===== config.mk =====
export PLATFORM = sky130hd
export DESIGN_NAME = alu_exec_unit
export DESIGN_NICKNAME = d
export VERILOG_FILES = /design/src/rtl/alu_exec_unit.sv
export SDC_FILE = /design/constraint.sdc
export NUM_CORES = 1
export LEC_CHECK = 0
export BUFFER_PORTS_ARGS = -buffer_cell sky130_fd_sc_hd__buf_2
export CELL_PAD_IN_SITES_DETAIL_PLACEMENT = 0
export CELL_PAD_IN_SITES_GLOBAL_PLACEMENT = 1
export CORE_AREA = 2 2 71 123
export CTS_BUF_LIST = sky130_fd_sc_hd__clkbuf_8
export DETAILED_ROUTE_END_ITERATION = 16
export DIE_AREA = 0 0 73 125
export PLACE_DENSITY = 0.86
export SLEW_MARGIN = 30
export SYNTH_ARGS = -nofsm -noshare
export SYNTH_HDL_FRONTEND = slang
export SYNTH_SLANG_ARGS = --single-unit

===== constraint.sdc =====
create_clock -name clk -period 2.2 [get_ports clk]
set_input_delay 0 -clock clk [delete_from_list [all_inputs] [get_ports clk]]
set_output_delay 0 -clock clk [all_outputs]
set_load 0.02 [all_outputs]

===== src/rtl/alu_exec_unit.sv =====
// Registered 16-bit execute unit with valid/ready on both sides.
// Define MULT_EN to build in the 16-cycle unsigned shift-add multiplier (code 101).
module alu_exec_unit #(
  parameter int unsigned WIDTH = 16
) (
  input  logic             clk,
  input  logic             reset_n,
  input  logic             in_valid,
  output logic             in_ready,
  input  logic [2:0]       alu_control,
  input  logic [WIDTH-1:0] a,
  input  logic [WIDTH-1:0] b,
  output logic             out_valid,
  input  logic             out_ready,
  output logic [WIDTH-1:0] result,
  output logic             zero,
  output logic             overflow
);

  localparam logic [2:0] OP_SUB = 3'b001;
  localparam logic [2:0] OP_AND = 3'b010;
  localparam logic [2:0] OP_OR  = 3'b011;
  localparam logic [2:0] OP_SLT = 3'b100;

`ifdef MULT_EN
  localparam int unsigned PW = 2 * WIDTH;
  localparam int unsigned CW = $clog2(WIDTH);
  localparam logic [2:0]  OP_MUL = 3'b101;

  typedef enum logic [0:0] {
    S_IDLE = 1'b0,
    S_MUL  = 1'b1
  } state_e;

  state_e          state_q, state_d;
  logic [PW-1:0]   mcand_q, mcand_d;
  logic [WIDTH-1:0] mplier_q, mplier_d;
  logic [PW-1:0]   acc_q, acc_d;
  logic [CW-1:0]   count_q, count_d;
  logic [PW-1:0]   partial_c;
  logic            start_mul_c;
`endif

  logic             out_valid_q, out_valid_d;
  logic [WIDTH-1:0] result_q, result_d;
  logic             zero_q, zero_d;
  logic             overflow_q, overflow_d;

  logic             accept_c;
  logic [WIDTH-1:0] sum_c;
  logic [WIDTH-1:0] diff_c;
  logic [WIDTH-1:0] alu_res_c;
  logic             alu_ovf_c;

  // A new op may enter only when idle and the output slot is free or being drained
`ifdef MULT_EN
  assign in_ready    = reset_n && (state_q == S_IDLE) && (!out_valid_q || out_ready);
  assign start_mul_c = (alu_control == OP_MUL);
  assign partial_c   = acc_q + (mplier_q[0] ? mcand_q : {PW{1'b0}});
`else
  assign in_ready    = reset_n && (!out_valid_q || out_ready);
`endif
  assign accept_c = in_valid && in_ready;
  assign sum_c    = a + b;
  assign diff_c   = a - b;

  // Single-cycle datapath; unlisted codes (and 101 without the multiplier) fall to add
  always_comb begin
    alu_res_c = sum_c;
    alu_ovf_c = (a[WIDTH-1] == b[WIDTH-1]) && (sum_c[WIDTH-1] != a[WIDTH-1]);
    case (alu_control)
      OP_SUB: begin
        alu_res_c = diff_c;
        alu_ovf_c = (a[WIDTH-1] != b[WIDTH-1]) && (diff_c[WIDTH-1] != a[WIDTH-1]);
      end
      OP_AND: begin
        alu_res_c = a & b;
        alu_ovf_c = 1'b0;
      end
      OP_OR: begin
        alu_res_c = a | b;
        alu_ovf_c = 1'b0;
      end
      OP_SLT: begin
        alu_res_c = ($signed(a) < $signed(b)) ? WIDTH'(1) : WIDTH'(0);
        alu_ovf_c = 1'b0;
      end
      default: ;
    endcase
  end

  // Next-state and output-register logic
  always_comb begin
    out_valid_d = out_valid_q && !out_ready;
    result_d    = result_q;
    zero_d      = zero_q;
    overflow_d  = overflow_q;
`ifdef MULT_EN
    state_d  = state_q;
    mcand_d  = mcand_q;
    mplier_d = mplier_q;
    acc_d    = acc_q;
    count_d  = count_q;

    if (accept_c && !start_mul_c) begin
      result_d    = alu_res_c;
      zero_d      = (alu_res_c == '0);
      overflow_d  = alu_ovf_c;
      out_valid_d = 1'b1;
    end

    if (accept_c && start_mul_c) begin
      mcand_d  = PW'(a);
      mplier_d = b;
      acc_d    = '0;
      count_d  = '0;
      state_d  = S_MUL;
    end

    if (state_q == S_MUL) begin
      acc_d    = partial_c;
      mcand_d  = mcand_q << 1;
      mplier_d = mplier_q >> 1;
      count_d  = count_q + CW'(1);
      if (count_q == CW'(WIDTH - 1)) begin
        result_d    = partial_c[WIDTH-1:0];
        zero_d      = (partial_c[WIDTH-1:0] == '0);
        overflow_d  = |partial_c[PW-1:WIDTH];
        out_valid_d = 1'b1;
        state_d     = S_IDLE;
      end
    end
`else
    if (accept_c) begin
      result_d    = alu_res_c;
      zero_d      = (alu_res_c == '0);
      overflow_d  = alu_ovf_c;
      out_valid_d = 1'b1;
    end
`endif
  end

  always_ff @(posedge clk or negedge reset_n) begin
    if (!reset_n) begin
      out_valid_q <= 1'b0;
      result_q    <= '0;
      zero_q      <= 1'b0;
      overflow_q  <= 1'b0;
`ifdef MULT_EN
      state_q     <= S_IDLE;
      mcand_q     <= '0;
      mplier_q    <= '0;
      acc_q       <= '0;
      count_q     <= '0;
`endif
    end else begin
      out_valid_q <= out_valid_d;
      result_q    <= result_d;
      zero_q      <= zero_d;
      overflow_q  <= overflow_d;
`ifdef MULT_EN
      state_q     <= state_d;
      mcand_q     <= mcand_d;
      mplier_q    <= mplier_d;
      acc_q       <= acc_d;
      count_q     <= count_d;
`endif
    end
  end

  assign out_valid = out_valid_q;
  assign result    = result_q;
  assign zero      = zero_q;
  assign overflow  = overflow_q;

endmodule


==> key figures <==
Worst setup path
  – Worst-path cell chain: buf_12 -> inv_12 -> ha_4 -> fa_2 -> o21ba_4 -> or4_4 -> a31oi_4 -> a221oi_4 -> buf_12 -> a221o_1 -> a21oi_2 -> nand4_1 -> o41ai_2
  – R2r worst-path depth: 9
  – Critical path arrival: 2.66 ns
  – Worst EP required: between 2 and 2.5 ns
  – Max stage delay cell, worst path: or4_4
  – Crit path max fanout: 4
  – Crit. End Element: register
  – Critical path's most frequent cell: buf_12
  – Startpoint types: input port
  – Slowest stage delay, CP: roughly 0.44 ns
  – WS Path Type: input port to register

Synthesis
  – Syn avg cell area: 8.15 sq um
  – Ys async rst share: 100%
  – Post-synth top cells: 50 x inv_1, 48 x ha_1, 29 x nand2_1, 21 x a21oi_1, 21 x nor2_1
  – Synth area leaders: ha_1 19%, dfrtp_1 15%, inv_1 5.9%
  – Ys flop type: dfrtp_1
  – Syn Inst Count: 389
  – Synth top area share: a little under a fifth
  – Post-Syn Nets: roughly 480
  – Post-synthesis cell type count: 74
  – EDFF count, synth: 0
  – Synth Warn #: 0
  – Synth Register Bits: 19
  – Cell taking the most area after synthesis: ha_1
  – Sequential fraction of the synthesis area: between 15 and 20%
  – Mapped Area: between 3000 and 4000 sq um
  – Top-count cell post-synth: inv_1

STA
  – Period utilization: 114%
  – Slew HR: between 60 and 70%
  – Tmin final: roughly 2.5 ns
  – Final Setup Violations: 5
  – Clk_skew: just over 0.007 ns
  – Slew @ Worst Pin: around 0.47 ns
  – Final slew viol count: 0
  – RSZ-0062 raised after global routing: yes
  – Fmax achieved: 400 MHz
  – Hold Violations, Final: 0
  – Hold slack: roughly 0.044 ns
  – Worst Setup Slack, final: -0.302 ns

Floorplan
  – Die ar.: around 9000 sq um
  – Initial Util: between 30% and 40%
  – Number of I/O pins: slightly below 60
  – Row cnt: 44
  – Core Box Area: slightly above 8000 sq um
  – Die Ht: around 130 microns
  – Die width: approximately 73 microns

Clock network
  – CTS tree: yes
  – CTS buffer count: 3
  – Clock Latency Late Sink: around 0.26 ns
  – CTS Sinks: 19
  – Worst-path clk slew: around 0.070 ns
  – CTS Root Cell: clkbuf_8
  – Clk buf depth: 2
  – H-tree Lvls: 1

Global route
  – Initial antenna violation count: 0
  – Vias in the first global route: 3507
  – Global-route wire length before repair: roughly 16000 microns
  – Gr ovfl total: 0
  – Largest net degree at the start of global routing: 27
  – Total GRT Usage: 21.0%

Detailed routing
  – Final WL: 9590 microns
  – Antenna Nets Post-Route: 0
  – Vias per inst: ~5.4
  – DRT Pass-1 Iters: 5
  – Via count: roughly 3500
  – Initial DRC count: ~230
  – Wire length per cell after detailed routing: roughly 15 microns
  – # DRC: 0

Cells and area
  – Layout cells sized above 1: 44.6%
  – Nets: around 640
  – Area Growth Syn to Fin: 49.2%
  – Inserted Diodes: 0

Power and ir drop
  – Internal power: between 0.001 and 0.0015 W
  – P_leak: 2.36 nW
  – Peak supply drop: 0.000225 V
  – Pwr Total: 0.00207 W
  – Comb power frac: between 60% and 70%
  – Seq pwr share: a little under a quarter
  – Pwr Density: about 440 nW/um^2
  – Sw Share: 41.2%
  – Sw power: about 0.00086 W
  – Clk pwr share: between 10% and 20%

Hold path
  – Hold depth: 3
  – Hold Path Class: input port to register

Run
  – Max-cap violation count: 0

Run status
  – Failing checks: negative setup slack
  – Status: finished, violations left

Placement
  – Placer Congestion: 0.875
  – Number of port buffers: between 50 and 60
  – DP HPWL: about 8000 microns
[cells by family after synthesis]
| family | count (synthesis) | share of synthesized area, % |
|---|---|---|
| fa+ha+maj | 50 | 20.2 |
| simple gates | 98 | 16.3 |
| xor+xnor | 5 | 1.38 |
| compound gates | 130 | 32.4 |
| mux | 16 | 5.45 |
| flops | 19 | 15.0 |
| buf+inv | 71 | 9.28 |
[layout make-up]
cell class	count	area, sq um
clock inverter	1	5.00
sequential	19	475
inverter	50	205
tap	92	115
multi-input combinational	299	2640
fill	744	3480
clock buffer	3	41.3
timing repair buffer	175	1240
[layer usage]
layer | GRT usage [%] | share of wire (%)
met1 | 23.9 | 40
met2 | 38.6 | 53
met3 | 1.05 | 2.9
met4 | 9.15 | 3.6
met5 | 0 | 0
[sequential cells by signal (all words and copies together) (netlist names)]
signal,count
overflow,1
result,16
zero,1
out_valid,1
[layout by cell type, fill, tap and decap left out, types with 3 or more instances in the layout]
cell       synthesis  final
a2111oi_4          1      3
a211o_1            3      3
a211oi_1           4      3
a21o_1             8      8
a21oi_1           21     19
a21oi_2            3      4
a221o_1            3      3
a221oi_1           5      5
and3_1             3      3
buf_12             0      4
buf_2             10     54
buf_4              0    113
buf_6              2      3
clkbuf_8           0      3
dfrtp_1           19     19
ha_1              48     39
ha_2               0      3
ha_4               0      6
inv_1             50     46
mux2_2             9      7
mux2_4             0      3
mux2i_1            6      6
nand2_1           29     29
nand2b_1           7      7
nand3_1            5      5
nand4_1            3      3
nor2_1            21     19
nor2b_1            7      7
nor3_1             5      4
nor3b_1            3      3
o211ai_1           4      4
o21ai_0           18     16
o21ai_1            4      3
o21bai_1           5      5
o221a_2            3      3
o221ai_1           5      5
o22ai_1            4      3
o311ai_0           3      3
o31ai_1            3      3
xor2_1             3      3
[stage by stage]
stage / setup slack (ns) / TNS [ns] / cell area (sq um) / util [%] / instances
after floorplan: -0.149 / -0.330 / 3230 / - / 389
after CTS: -0.272 / -0.539 / 4600 / 56.0 / 636
after global routing: -0.430 / -1.35 / 4730 / 57.6 / 639
after detailed placement: -0.692 / -3.85 / 4370 / 53.2 / 627
final: -0.302 / -0.754 / 4730 / 57.6 / 639
after global placement: -0.591 / -3.36 / 4370 / 53.2 / 627
[worst paths after layout]
path                       slack [ns]              startpoint                      to
hold reg to reg                  0.47  result[11]$_DFFE_PN0P_  result[11]$_DFFE_PN0P_
setup / recovery                -0.30                    a[0]        zero$_DFFE_PN0P_
hold / removal                   0.04               out_ready     out_valid$_DFF_PN0_
min in group asynchronous        0.24                 reset_n   result[8]$_DFFE_PN0P_
setup reg to reg                 0.18     out_valid$_DFF_PN0_        zero$_DFFE_PN0P_
max in group asynchronous        1.76                 reset_n   result[7]$_DFFE_PN0P_
[power groups by stage]
stage / sequential (W) / combinational (W) / clock (W)
floorplan: 0.000589 / 0.000604 / 0
global placement: 0.000478 / 0.00123 / 0
detailed placement: 0.000483 / 0.00125 / 0
CTS: 0.000477 / 0.00131 / 0.000250
global route: 0.000485 / 0.00148 / 0.000255
finish: 0.000475 / 0.00136 / 0.000240
[worst max-delay path, delay by kind of cell]
family | cells | cell delay (ns)
AOI/OAI and AO/OA | 6 | 1.30
and+or+nand+nor | 2 | 0.57
adders and majority gates | 2 | 0.51
buffers and inverters | 3 | 0.27
[repair_timing]
action | CTS | global route
pin swaps | 16 | 15
cloned | 0 | 0
gates resized for setup | 26 | 26
endpoints found under the hold margin | 19 | 0
setup endpoints to repair | 8 | 8
setup buffers | 4 | 3
hold buffers | 1 | 0
Note: power is estimated with default switching activity, not from simulation.
